### config.mk
export PLATFORM = sky130hd
export DESIGN_NAME = kbd_input_port
export DESIGN_NICKNAME = d
export VERILOG_FILES = /design/src/rtl/lnl_soc_pkg.sv /design/src/rtl/kbd_fifo.sv /design/src/rtl/kbd_input_port.sv
export SDC_FILE = /design/constraint.sdc
export NUM_CORES = 1
export LEC_CHECK = 0
export CAP_MARGIN = 15
export CORE_MARGIN = 4
export CORE_UTILIZATION = 49
export DETAILED_ROUTE_END_ITERATION = 10
export PLACE_DENSITY = 0.8
export SLEW_MARGIN = 20
export SYNTH_ARGS = -nofsm -noshare
export SYNTH_HDL_FRONTEND = slang
export SYNTH_SLANG_ARGS = --single-unit
### constraint.sdc
create_clock -name clk -period 2 [get_ports clk]
set_input_delay 0.3 -clock clk [delete_from_list [all_inputs] [get_ports clk]]
set_output_delay 0.3 -clock clk [all_outputs]
set_load 0.03 [all_outputs]
### src/rtl/lnl_soc_pkg.sv
// Shared types and defaults for the LnL SoC keyboard input path.
// The keyboard debounce option is selected with the KBD_DEBOUNCE_EN macro
// (see kbd_input_port.sv); nothing in this package depends on it.
package lnl_soc_pkg;

    // Width of one key code as delivered on the ui_in pins.
    localparam int KBD_W = 8;

    typedef logic [KBD_W-1:0] kbd_code_t;

    // Default FIFO depth (entries) and strobe debounce length (cycles).
    localparam int KBD_DEPTH = 4;
    localparam int KBD_DBNC  = 16;

    // Occupancy counter width for a FIFO of the given depth (0..depth inclusive).
    function automatic int kbd_level_w(input int depth);
        return $clog2(depth) + 1;
    endfunction

endpackage

### src/rtl/kbd_fifo.sv
// Small synchronous FIFO holding key codes between the keyboard strobe
// logic and cpu0's INPR register. Head entry is visible combinationally.
//
// Handshake: push and pop are single-cycle requests with no ready/valid
// back-pressure. A pop is honoured only when the FIFO holds data (it is
// silently ignored when empty). A push is honoured when there is room or
// when a pop frees a slot on the same edge; otherwise the key is discarded
// and drop pulses for that cycle so the caller can record the overflow.
module kbd_fifo
    import lnl_soc_pkg::*;
#(
    parameter int DEPTH = KBD_DEPTH
) (
    input  logic                     clk,
    input  logic                     rst,
    input  logic                     push,
    input  kbd_code_t                push_data,
    input  logic                     pop,
    output kbd_code_t                head,
    output logic                     not_empty,
    output logic [$clog2(DEPTH):0]   level,
    output logic                     drop
);

    localparam int PTR_W = $clog2(DEPTH);
    localparam int LVL_W = kbd_level_w(DEPTH);

    kbd_code_t             mem [DEPTH];
    logic [PTR_W-1:0]      wr_ptr;
    logic [PTR_W-1:0]      rd_ptr;
    logic [LVL_W-1:0]      level_q;
    logic [LVL_W-1:0]      level_nxt;
    logic                  not_empty_q;
    logic                  full;
    logic                  do_push;
    logic                  do_pop;

    // Decide which requests actually take effect this cycle.
    always_comb begin
        full    = (level_q == LVL_W'(DEPTH));
        do_pop  = pop & not_empty_q;
        do_push = push & (~full | do_pop);
        drop    = push & full & ~do_pop;
    end

    // Next occupancy: a simultaneous push and pop leaves it unchanged.
    always_comb begin
        level_nxt = level_q;
        case ({do_push, do_pop})
            2'b10:   level_nxt = level_q + LVL_W'(1);
            2'b01:   level_nxt = level_q - LVL_W'(1);
            default: level_nxt = level_q;
        endcase
    end

    // Storage, pointers and occupancy; pointers wrap naturally (DEPTH is a power of two).
    always_ff @(posedge clk) begin
        if (rst) begin
            wr_ptr      <= '0;
            rd_ptr      <= '0;
            level_q     <= '0;
            not_empty_q <= 1'b0;
            for (int i = 0; i < DEPTH; i++) begin
                mem[i] <= '0;
            end
        end else begin
            if (do_push) begin
                mem[wr_ptr] <= push_data;
                wr_ptr      <= wr_ptr + PTR_W'(1);
            end
            if (do_pop) begin
                rd_ptr <= rd_ptr + PTR_W'(1);
            end
            level_q     <= level_nxt;
            not_empty_q <= (level_nxt != '0);
        end
    end

    // Head entry is forced to zero while the FIFO is empty.
    always_comb begin
        head = not_empty_q ? mem[rd_ptr] : '0;
    end

    assign not_empty = not_empty_q;
    assign level     = level_q;

endmodule

### src/rtl/kbd_input_port.sv
// Keyboard input stage feeding cpu0's INPR/FGI path.
// Synchronises the asynchronous key strobe, detects its rising edge,
// captures the key code into kbd_fifo and exposes the head as INPR with
// FGI = "FIFO not empty". Each INP (fgi_clr pulse) consumes one entry.
//
// Build option KBD_DEBOUNCE_EN: when defined, the synchronised strobe is
// filtered so it must hold a new level for DBNC_CYCLES consecutive cycles
// before it is accepted; push latency grows by DBNC_CYCLES edges.
module kbd_input_port
    import lnl_soc_pkg::*;
#(
    parameter int DEPTH       = KBD_DEPTH,
    parameter int DBNC_CYCLES = KBD_DBNC
) (
    input  logic                    clk,
    input  logic                    rst,
    input  kbd_code_t               kbd_data,
    input  logic                    kbd_stb,
    input  logic                    fgi_clr,
    input  logic                    ovf_clr,
    output kbd_code_t               inpr,
    output logic                    fgi,
    output logic                    ovf,
    output logic [$clog2(DEPTH):0]  level
);

    // Reject configurations the FIFO pointer arithmetic cannot support.
    if (DEPTH < 2 || DEPTH > 16 || (DEPTH & (DEPTH - 1)) != 0 || DBNC_CYCLES < 1) begin : g_bad_params
        $error("kbd_input_port: DEPTH must be a power of two in 2..16 and DBNC_CYCLES >= 1");
    end

    logic stb_s1;
    logic stb_s2;
    logic stb_f;
    logic stb_d;
    logic push;
    logic pop;
    logic drop;
    logic fifo_ne;

    // Two-flop synchroniser for the asynchronous strobe pin.
    always_ff @(posedge clk) begin
        if (rst) begin
            stb_s1 <= 1'b0;
            stb_s2 <= 1'b0;
        end else begin
            stb_s1 <= kbd_stb;
            stb_s2 <= stb_s1;
        end
    end

`ifdef KBD_DEBOUNCE_EN
    localparam int CNT_W = $clog2(DBNC_CYCLES + 1);

    logic [CNT_W-1:0] dbnc_cnt;

    // Accept a new strobe level only after it has persisted DBNC_CYCLES cycles;
    // any return to the filtered level restarts the count.
    always_ff @(posedge clk) begin
        if (rst) begin
            dbnc_cnt <= '0;
            stb_f    <= 1'b0;
        end else if (stb_s2 != stb_f) begin
            if (dbnc_cnt == CNT_W'(DBNC_CYCLES - 1)) begin
                stb_f    <= stb_s2;
                dbnc_cnt <= '0;
            end else begin
                dbnc_cnt <= dbnc_cnt + CNT_W'(1);
            end
        end else begin
            dbnc_cnt <= '0;
        end
    end
`else
    assign stb_f = stb_s2;
`endif

    // Delayed copy of the (filtered) strobe for rising-edge detection.
    always_ff @(posedge clk) begin
        if (rst) begin
            stb_d <= 1'b0;
        end else begin
            stb_d <= stb_f;
        end
    end

    assign push = stb_f & ~stb_d;
    assign pop  = fgi_clr & fgi_fifo_ne();

    // Small helper keeps the pop qualification readable next to push.
    function automatic logic fgi_fifo_ne();
        return fifo_ne;
    endfunction

    kbd_fifo #(
        .DEPTH(DEPTH)
    ) u_fifo (
        .clk       (clk),
        .rst       (rst),
        .push      (push),
        .push_data (kbd_data),
        .pop       (pop),
        .head      (inpr),
        .not_empty (fifo_ne),
        .level     (level),
        .drop      (drop)
    );

    assign fgi = fifo_ne;

    // Sticky overflow flag; a drop in the same cycle as a clear keeps it set.
    always_ff @(posedge clk) begin
        if (rst) begin
            ovf <= 1'b0;
        end else if (drop) begin
            ovf <= 1'b1;
        end else if (ovf_clr) begin
            ovf <= 1'b0;
        end
    end

endmodule

Word-level counts from Yosys, hierarchy flattened:

Memory sizes are Yosys's and may differ from the RTL's. A register that Yosys moved wholly into a read port is not among the register bits.
Cells that the tools add are included.

* add/sub/neg operators: 4
* eq/ne operators: 3
* mux-type cells: 14
* bitwise gates (word level): 10
* reduce and logical (&&, ||, !) cells: 3

Operator list (count)
* $mux 8: 2
* $mux 1: 8
* $reduce_or 8->1: 1
* $and 1x1->1: 6
* $mux 2: 3
* $pmux 3 s2: 1
* $add 2x1->2 const B: 2
* $add 3x1->3 const B: 1
* $eq 3x3->1 const B: 1
* $not 1->1: 3
* $reduce_bool 3->1: 1
* $sub 3x1->3 const B: 1
* $eq 2x1->1 const B: 1
* $eq 2x2->1 const B: 1
* $reduce_bool 2->1: 1
* $or 1x1->1: 1

* register bits after elaboration: 12
* memory bits (writable): 32
* input port bits: 13
* output and inout port bits: 13
* word-level logic and storage cells: 43
* memories kept: 1

Memories
* u_fifo.mem: depth 4, bits a word 8, read ports 1, clocked after Yosys merged registers in 1, wr ports 4, line kbd_fifo.sv:28 `kbd_code_t mem [DEPTH];`

Logic depth before layout (Yosys ltp):

Gate-level depths: netlist of run 1.

* word-level depth: 9
* gate-level depth with buffers: 8
* mapped depth without buffers: 8

Cells and area by module:

Synthesis of run 1 repeated with hierarchy kept, for this count alone.

* cell total of the unflattened synthesis: 172
* area total of the unflattened synthesis: 2120.8 um^2

By module, submodules not included
* kbd_fifo: times used 1, cells each 160, area each 1983.2 um^2, sequential area each 1161.1 um^2
* kbd_input_port: times used 1, cells each 12, area each 137.6 um^2, sequential area each 80.1 um^2

Worst setup path before layout of run 1:

OpenSTA, ideal clock, no wires.

* path type: reg-to-reg
* from: register u_fifo.not_empty_q (netlist: u_fifo.not_empty)
* to: register u_fifo.not_empty_q (netlist: u_fifo.not_empty)
* library setup time: 0.120 ns
* data arrival time: 2.328 ns
* required time: 1.880 ns
* setup slack: -0.448 ns
* cell stages (with the launch flop): 9
* path buffers: 0
* period minus slack after synthesis: 2.448 ns
* cells stage by stage: dfxtp_1 -> nand2_1 -> nor2_1 -> inv_1 -> fa_1 -> nand3b_1 -> a21oi_1 -> or4_4 -> a211o_1

* longest elaborated chain between the ends: 7
* elaborated cells between the ends (all ways): 8
* those cells by class: eq/ne: 2; mux: 1; bitwise: 4; reduce/logical: 1

RTL lines
* from (decl): line kbd_fifo.sv:33 `logic not_empty_q;`
* from (signal assigned): line kbd_fifo.sv:75 `not_empty_q <= (level_nxt != '0);`
* $and 1x1->1: line kbd_input_port.sv:88 `assign pop = fgi_clr & fgi_fifo_ne();`
* $and 1x1->1 *: line kbd_fifo.sv:41 `do_pop = pop & not_empty_q;`
* $or 1x1->1: line kbd_fifo.sv:42 `do_push = push & (~full | do_pop);`
* $and 1x1->1: line kbd_fifo.sv:42
* $eq 2x1->1 or $eq 2x2->1 (tied branches): line kbd_fifo.sv:49 `case ({do_push, do_pop})`
* $pmux 3 s2 *: line kbd_fifo.sv:49
* $reduce_bool 3->1 *: line kbd_fifo.sv:75

Every way passes the cells marked *; elsewhere a longest branch is shown, timed or not.
A chain may end at the register's enable or synchronous reset.

Worst setup path in the final report of run 1:

* from: register stb_s2 (netlist: stb_f)
* to: register u_fifo.not_empty_q (netlist: u_fifo.not_empty)

* longest elaborated chain between the ends: 5
* elaborated cells between the ends (all ways): 6
* those cells by class: eq/ne: 2; mux: 1; bitwise: 2; reduce/logical: 1

RTL lines
* from (decl): line kbd_input_port.sv:33 `logic stb_s2;`
* from (signal assigned): line kbd_input_port.sv:48 `stb_s2 <= stb_s1;`
* $and 1x1->1 *: line kbd_input_port.sv:87 `assign push = stb_f & ~stb_d;`
* $and 1x1->1 *: line kbd_fifo.sv:42
* $eq 2x1->1 or $eq 2x2->1 (tied branches): line kbd_fifo.sv:49
* $pmux 3 s2 *: line kbd_fifo.sv:49
* $reduce_bool 3->1 *: line kbd_fifo.sv:75

Marks and branches as above.

==> impl_metrics.ini, run 1 <==
[routing]
drt_first_pass_iters = 4
routed_via_density = 5.546
drt_iter0_markers = 121
drc = 0
vias = 1392
wl_per_cell_um = 17.55
routed_wl_um = 4404
ant_nets = 0

[logic_synthesis]
synth-simple-area-share = 0.2219
yosys-top-cells-count = 33 x and2_1, 32 x edfxtp_1, 14 x dfxtp_1, 9 x and3_1
synthAdderAreaFrac = 0.009569
avgSynthCellArea_um2 = 13.24
synth_top_cell_by_area = edfxtp_1
yosys_warnings = 0
synthCells = 158
synth_async_sr_flop_share = 0
synth_most_common_cell = and2_1
ys_ff_latch = 46
synth_xor_area_frac = 0.01675
syn-cell-area_um2 = 2092
synth_ff_type = edfxtp_1
synth_top_area_frac = 0.4593
synth_nets = 172
synth_edf_count = 32
seq_area_frac_synth = 0.5933
synth_compound_area_frac = 0.04964
synth_top_cells_by_area = edfxtp_1 46%, dfxtp_1 13%, and2_1 9.9%, mux4_2 8.6%, and3_1 2.7%
yosys.cell_types.count = 39
synth_top_family_by_area = simple AND/OR/NAND/NOR gates
muxShareOfSynthArea = 0.08612

[sta]
finalHoldViolCount = 0
setup_viol = 0
slew_headroom = 0.6274
finalSetupTns_ns = 0
clock.fmax_mhz = 510.7
fin_crit_sh = 0.9790
fin_crit_ns = 1.958
finalMaxSlewViolations = 0
rsz0062_at_grt = true
finClkSkew_ns = 0.006843
tightestPinTransition_ns = 0.5568
hold_ws_ns = 0.4602

[setup_path]
slowest_delay_ns = 0.49
endpoint_kind = flop
cp.arrival_ns = 2.14
path_class = reg -> reg
slowest_stage = or4_4
start_kind = flop
cp_max_fo = 4
crit_chain = nor2b_4 -> nor2_4 -> inv_2 -> fa_2 -> nand3b_1 -> a21oi_2 -> or4_4 -> a211o_1
critical_path_required_ns = 2.18

[pwr]
p_total_mw = 2.366
irDropWorstVdd_mv = 0.5232
power.density_nw_per_um2 = 911.2
p_leak_nw = 1.010

[clock_tree]
clk-insertion-delay-late_ns = 0.30
cts_tree = built
cts_hold_buf = 0
cts_htree_levels = 2
cts.sinks = 46
numCtsBuffers = 5
cts_buffer_depth = 2
path_clk_slew_ns = 0.08
root_buffer = clkbuf_8

[placement]
placed_area_um2 = 2529
hpwl_um = 3118
finalWeightedCongestion = 0.7634
port_buffers = 25

[die]
die_height_um = 73.34
die_w_um = 73.34
start_util = 0.5156
core_area_um2 = 4058
boundaryPins = 26
dieArea_um2 = 5379
fp-row-count = 23

[global_route]
grt_max_degree = 15
antenna_found_initial = 0
grt_use_total = 0.1837
grt_pass1_vias = 1479
grt_pass1_wl_um = 7231
grt-ovfl-total = 0

[final_layout]
fin_util = 0.6398
drive_gt1_frac = 0.2935
fin_area_um2 = 2596
area_growth_pct = 24.10
diodes = 0
nets = 214

[outcome]
status = finished, final reports clean

[worst_hold_path]
min-delay-path-class = reg -> reg

[flow_run]
max_cap_violations = 0
## state kept, by name, indices dropped and copies added (netlist names), named ones only
name and flops:
ovf 1, stb_d 1, stb_f 1, stb_s1 1, u_fifo.level 3, u_fifo.mem 32
u_fifo.not_empty 1, u_fifo.rd_ptr 2, u_fifo.wr_ptr 2
## layout make-up
type,instances,area [um^2]
Tap cell,50,62.56
Timing Repair Buffer,42,352.8
Sequential cell,46,1250
Multi-Input combinational cell,101,832.0
Fill cell,296,1461
Clock buffer,7,76.32
Clock inverter,1,7.507
Inverter,4,15.01
## cells by family after synthesis
| logic type | Yosys count |
|---|---|
| and+or+nand+nor | 74 |
| DFF | 46 |
| AOI/OAI and AO/OA | 14 |
| buffers and inverters | 11 |
| muxes | 8 |
| xor gates and xnor gates | 4 |
| adders and majority gates | 1 |
## routing by layer
layer  global-route usage  wire (um)
met5                    0          0
met4              0.05433         69
met3              0.06156        254
met2               0.3416       2488
met1               0.1952       1592
## critical path: cells and delay by family, from the launching register on
family | cells | cell delay (ns)
flops | 1 | 0.33
compound gates | 2 | 0.28
simple gates | 4 | 0.83
buf+inv | 1 | 0.04
fa+ha+maj | 1 | 0.36
## cell usage in the layout (no fill, tap or decap), types with 3 or more instances in the layout
| cell | Yosys | routed |
|---|---|---|
| a21oi_1 | 4 | 3 |
| and2_1 | 33 | 33 |
| and3_1 | 9 | 9 |
| buf_2 | 2 | 8 |
| buf_4 | 1 | 15 |
| clkbuf_8 | 0 | 5 |
| clkdlybuf4s50_1 | 0 | 16 |
| dfxtp_1 | 14 | 9 |
| dfxtp_2 | 0 | 4 |
| edfxtp_1 | 32 | 32 |
| inv_1 | 4 | 3 |
| mux4_2 | 8 | 8 |
| nor2_1 | 8 | 7 |
| nor2b_1 | 4 | 3 |
| nor3_1 | 4 | 4 |
## path summary, 6_finish.rpt
kind,start,endpoint,slack [ns],depth (start not counted)
max,stb_f,u_fifo.not_empty,0.04,8
min,stb_s1,stb_f,0.46,1
min reg2reg,stb_s1,stb_f,0.46,1
max reg2reg,stb_f,u_fifo.not_empty,0.04,8
## power breakdown
part	switching [mW]	internal, mW	total [mW]
Combinational	0.350	0.308	0.658
Clock	0.304	0.247	0.551
Sequential	0.0604	1.10	1.16
## what timing repair did
| item | in CTS | in global routing |
|---|---|---|
| gates resized for setup | 40 | 8 |
| endpoints found under the setup margin | 9 | 7 |
| buffers inserted | 0 | 1 |
## per-stage QoR
step / cells / setup slack (ns)
finish: 251 / 0.04191
global route: 251 / -0.006963
detailed placement: 242 / -0.4016
global placement: 242 / -0.3305
floorplan: 158 / 0.009506
CTS: 250 / -0.05041
No activity file was read; power rests on OpenSTA's default activity.
==> run 2, diff against run 1 <==
--- a/config.mk
+++ b/config.mk
@@ -6,6 +6,7 @@
 export NUM_CORES = 1
 export LEC_CHECK = 0
 export CAP_MARGIN = 15
+export CORE_ASPECT_RATIO = 1.5
 export CORE_MARGIN = 4
 export CORE_UTILIZATION = 49
 export DETAILED_ROUTE_END_ITERATION = 10
==> run 2 against run 1 <==
Worst setup slack lost 0.0010 ns. Clock skew shrank 0.00073 ns. Critical path depth shrank 4. Flip-flop and latch count is the same. Total power grew 0.41%. Global-route usage shrank 0.66 points. Count of clock-buffer cells in the layout is the same. Critical endpoint is now inpr[6]. Non-clock buffer count is the same. Worst hold slack lost 0.017 ns. Maximum frequency is essentially flat. Core utilization grew 0.58 points. Critical path type is now reg -> out. Design area grew 0.19%. Largest cell class unchanged.
==> impl_metrics.ini, run 2 (synthesis results as in run 1) <==
[setup_path]
critical_path_required_ns = 1.70
path_class = reg -> out
endpoint_kind = output pin
slowest_stage = mux4_2
cp_max_fo = 8
slowest_delay_ns = 0.50
cp.arrival_ns = 1.66
crit_chain = buf_12 -> mux4_2 -> and2_1 -> buf_2
path_buf_inv = 2
start_kind = flop
crit_family = multiplexers

[routing]
wl_per_cell_um = 17.23
vias = 1375
drc = 0
routed_wl_um = 4239
routed_via_density = 5.589
drt_iter0_markers = 46
ant_nets = 0
drt_first_pass_iters = 4

[sta]
fin_crit_ns = 1.959
setup_viol = 0
finalMaxSlewViolations = 0
tightestPinTransition_ns = 0.4889
fin_crit_sh = 0.9796
finalSetupTns_ns = 0
finalHoldViolCount = 0
clock.fmax_mhz = 510.4
rsz0062_at_grt = true
finClkSkew_ns = 0.006114
hold_ws_ns = 0.4437
slew_headroom = 0.6657

[die]
start_util = 0.5193
die_w_um = 61.35
die_height_um = 88.03
fp-row-count = 28
boundaryPins = 26
dieArea_um2 = 5400
core_area_um2 = 4029

[global_route]
grt_pass1_wl_um = 6893
grt_max_degree = 17
grt_use_total = 0.1771
grt_pass1_vias = 1483
antenna_found_initial = 0
grt-ovfl-total = 0

[clock_tree]
cts_htree_levels = 2
cts.sinks = 46
numCtsBuffers = 5
clk-insertion-delay-late_ns = 0.29
path_clk_slew_ns = 0.08
cts_tree = built
cts_buffer_depth = 2
root_buffer = clkbuf_8

[final_layout]
diodes = 0
largest_register_ffs = 32
nets = 214
fin_area_um2 = 2601
drive_gt1_frac = 0.2886
multiInputGateArea_um2 = 828.3
fillerInstances = 302
regArea_um2 = 1249
area_growth_pct = 24.34
layout.cells.most_common = and2_1
final_cell_mix = 33 x and2_1, 32 x edfxtp_1, 16 x clkdlybuf4s50_1, 15 x buf_4, 10 x dfxtp_1
top_register = u_fifo.mem

[pwr]
p_int_mw = 1.686
irDropWorstVdd_mv = 0.8720
p_leak_nw = 1.022
p_clk_frac = 0.239
power.density_nw_per_um2 = 913.1
swShare = 0.2900
p_comb_frac = 0.279
seqPwrFrac = 0.482
p_total_mw = 2.375
switchingPower_mw = 0.6889

[placement]
hpwl_um = 3227
port_buffers = 25
placed_area_um2 = 2535
finalWeightedCongestion = 0.7585

[flow_run]
max_cap_violations = 0

[outcome]
status = finished, final reports clean

[worst_hold_path]
min-delay-path-class = reg -> reg
## run 2: timing repair
| action | in CTS | in global routing |
|---|---|---|
| hold buffers | 0 | 0 |
| buffers inserted | 0 | 1 |
| gates cloned | 0 | 0 |
| endpoints found under the setup margin | 9 | 1 |
| pin swaps | 0 | 0 |
| resized for setup | 42 | 3 |
## run 2: cell type report
type                            instances  share of cell area
Sequential cell                        46              0.4800
Tap cell                               45             0.02165
Clock buffer                            7             0.03319
Clock inverter                          1            0.001924
Inverter                                4            0.005772
Timing Repair Buffer                   42              0.1390
Multi-Input combinational cell        101              0.3184
## run 2: path summary, 6_finish.rpt
path | startpoint | endpoint | slack (ns) | depth (start not counted)
setup / recovery | flop | inpr[6] | 0.04 | 4
hold / removal | stb_s1 | stb_f | 0.44 | 1
setup reg to reg | stb_f | u_fifo.not_empty | 0.08 | 8
hold reg to reg | stb_s1 | stb_f | 0.44 | 1
## run 2: metrics by stage
step / worst slack, ns / cells / util
2_1_floorplan: 0.009506 / 158 / -
3_3_place_gp: -0.3178 / 237 / 0.6292
3_5_place_dp: -0.4124 / 237 / 0.6292
4_1_cts: 0.02547 / 245 / 0.6422
5_1_grt: -0.0008336 / 246 / 0.6457
6_report: 0.04087 / 246 / 0.6457
## run 2: routing by layer
metal	vias to the layer above	global-route usage	wire length, um
met4	0	0.07143	124
met1	664	0.1781	1532
li1	656	-	-
met2	40	0.3353	2399
met5	-	0	0
met3	15	0.03982	182
## run 2: power groups by stage
stage	clock network [mW]	logic (mW)	registers, mW
detailed placement	0	0.696	1.17
finish	0.567	0.663	1.15
global placement	0	0.671	1.16
floorplan	0	0.353	1.22
global route	0.633	0.720	1.15
CTS	0.584	0.668	1.15
==> run 3, diff against run 2 <==
--- a/config.mk
+++ b/config.mk
@@ -11,7 +11,6 @@
 export CORE_UTILIZATION = 49
 export DETAILED_ROUTE_END_ITERATION = 10
 export PLACE_DENSITY = 0.8
-export SLEW_MARGIN = 20
 export SYNTH_ARGS = -nofsm -noshare
 export SYNTH_HDL_FRONTEND = slang
 export SYNTH_SLANG_ARGS = --single-unit
==> results of run 3 <==
The final DEF is identical to that of run 2; final timing and power are the same.
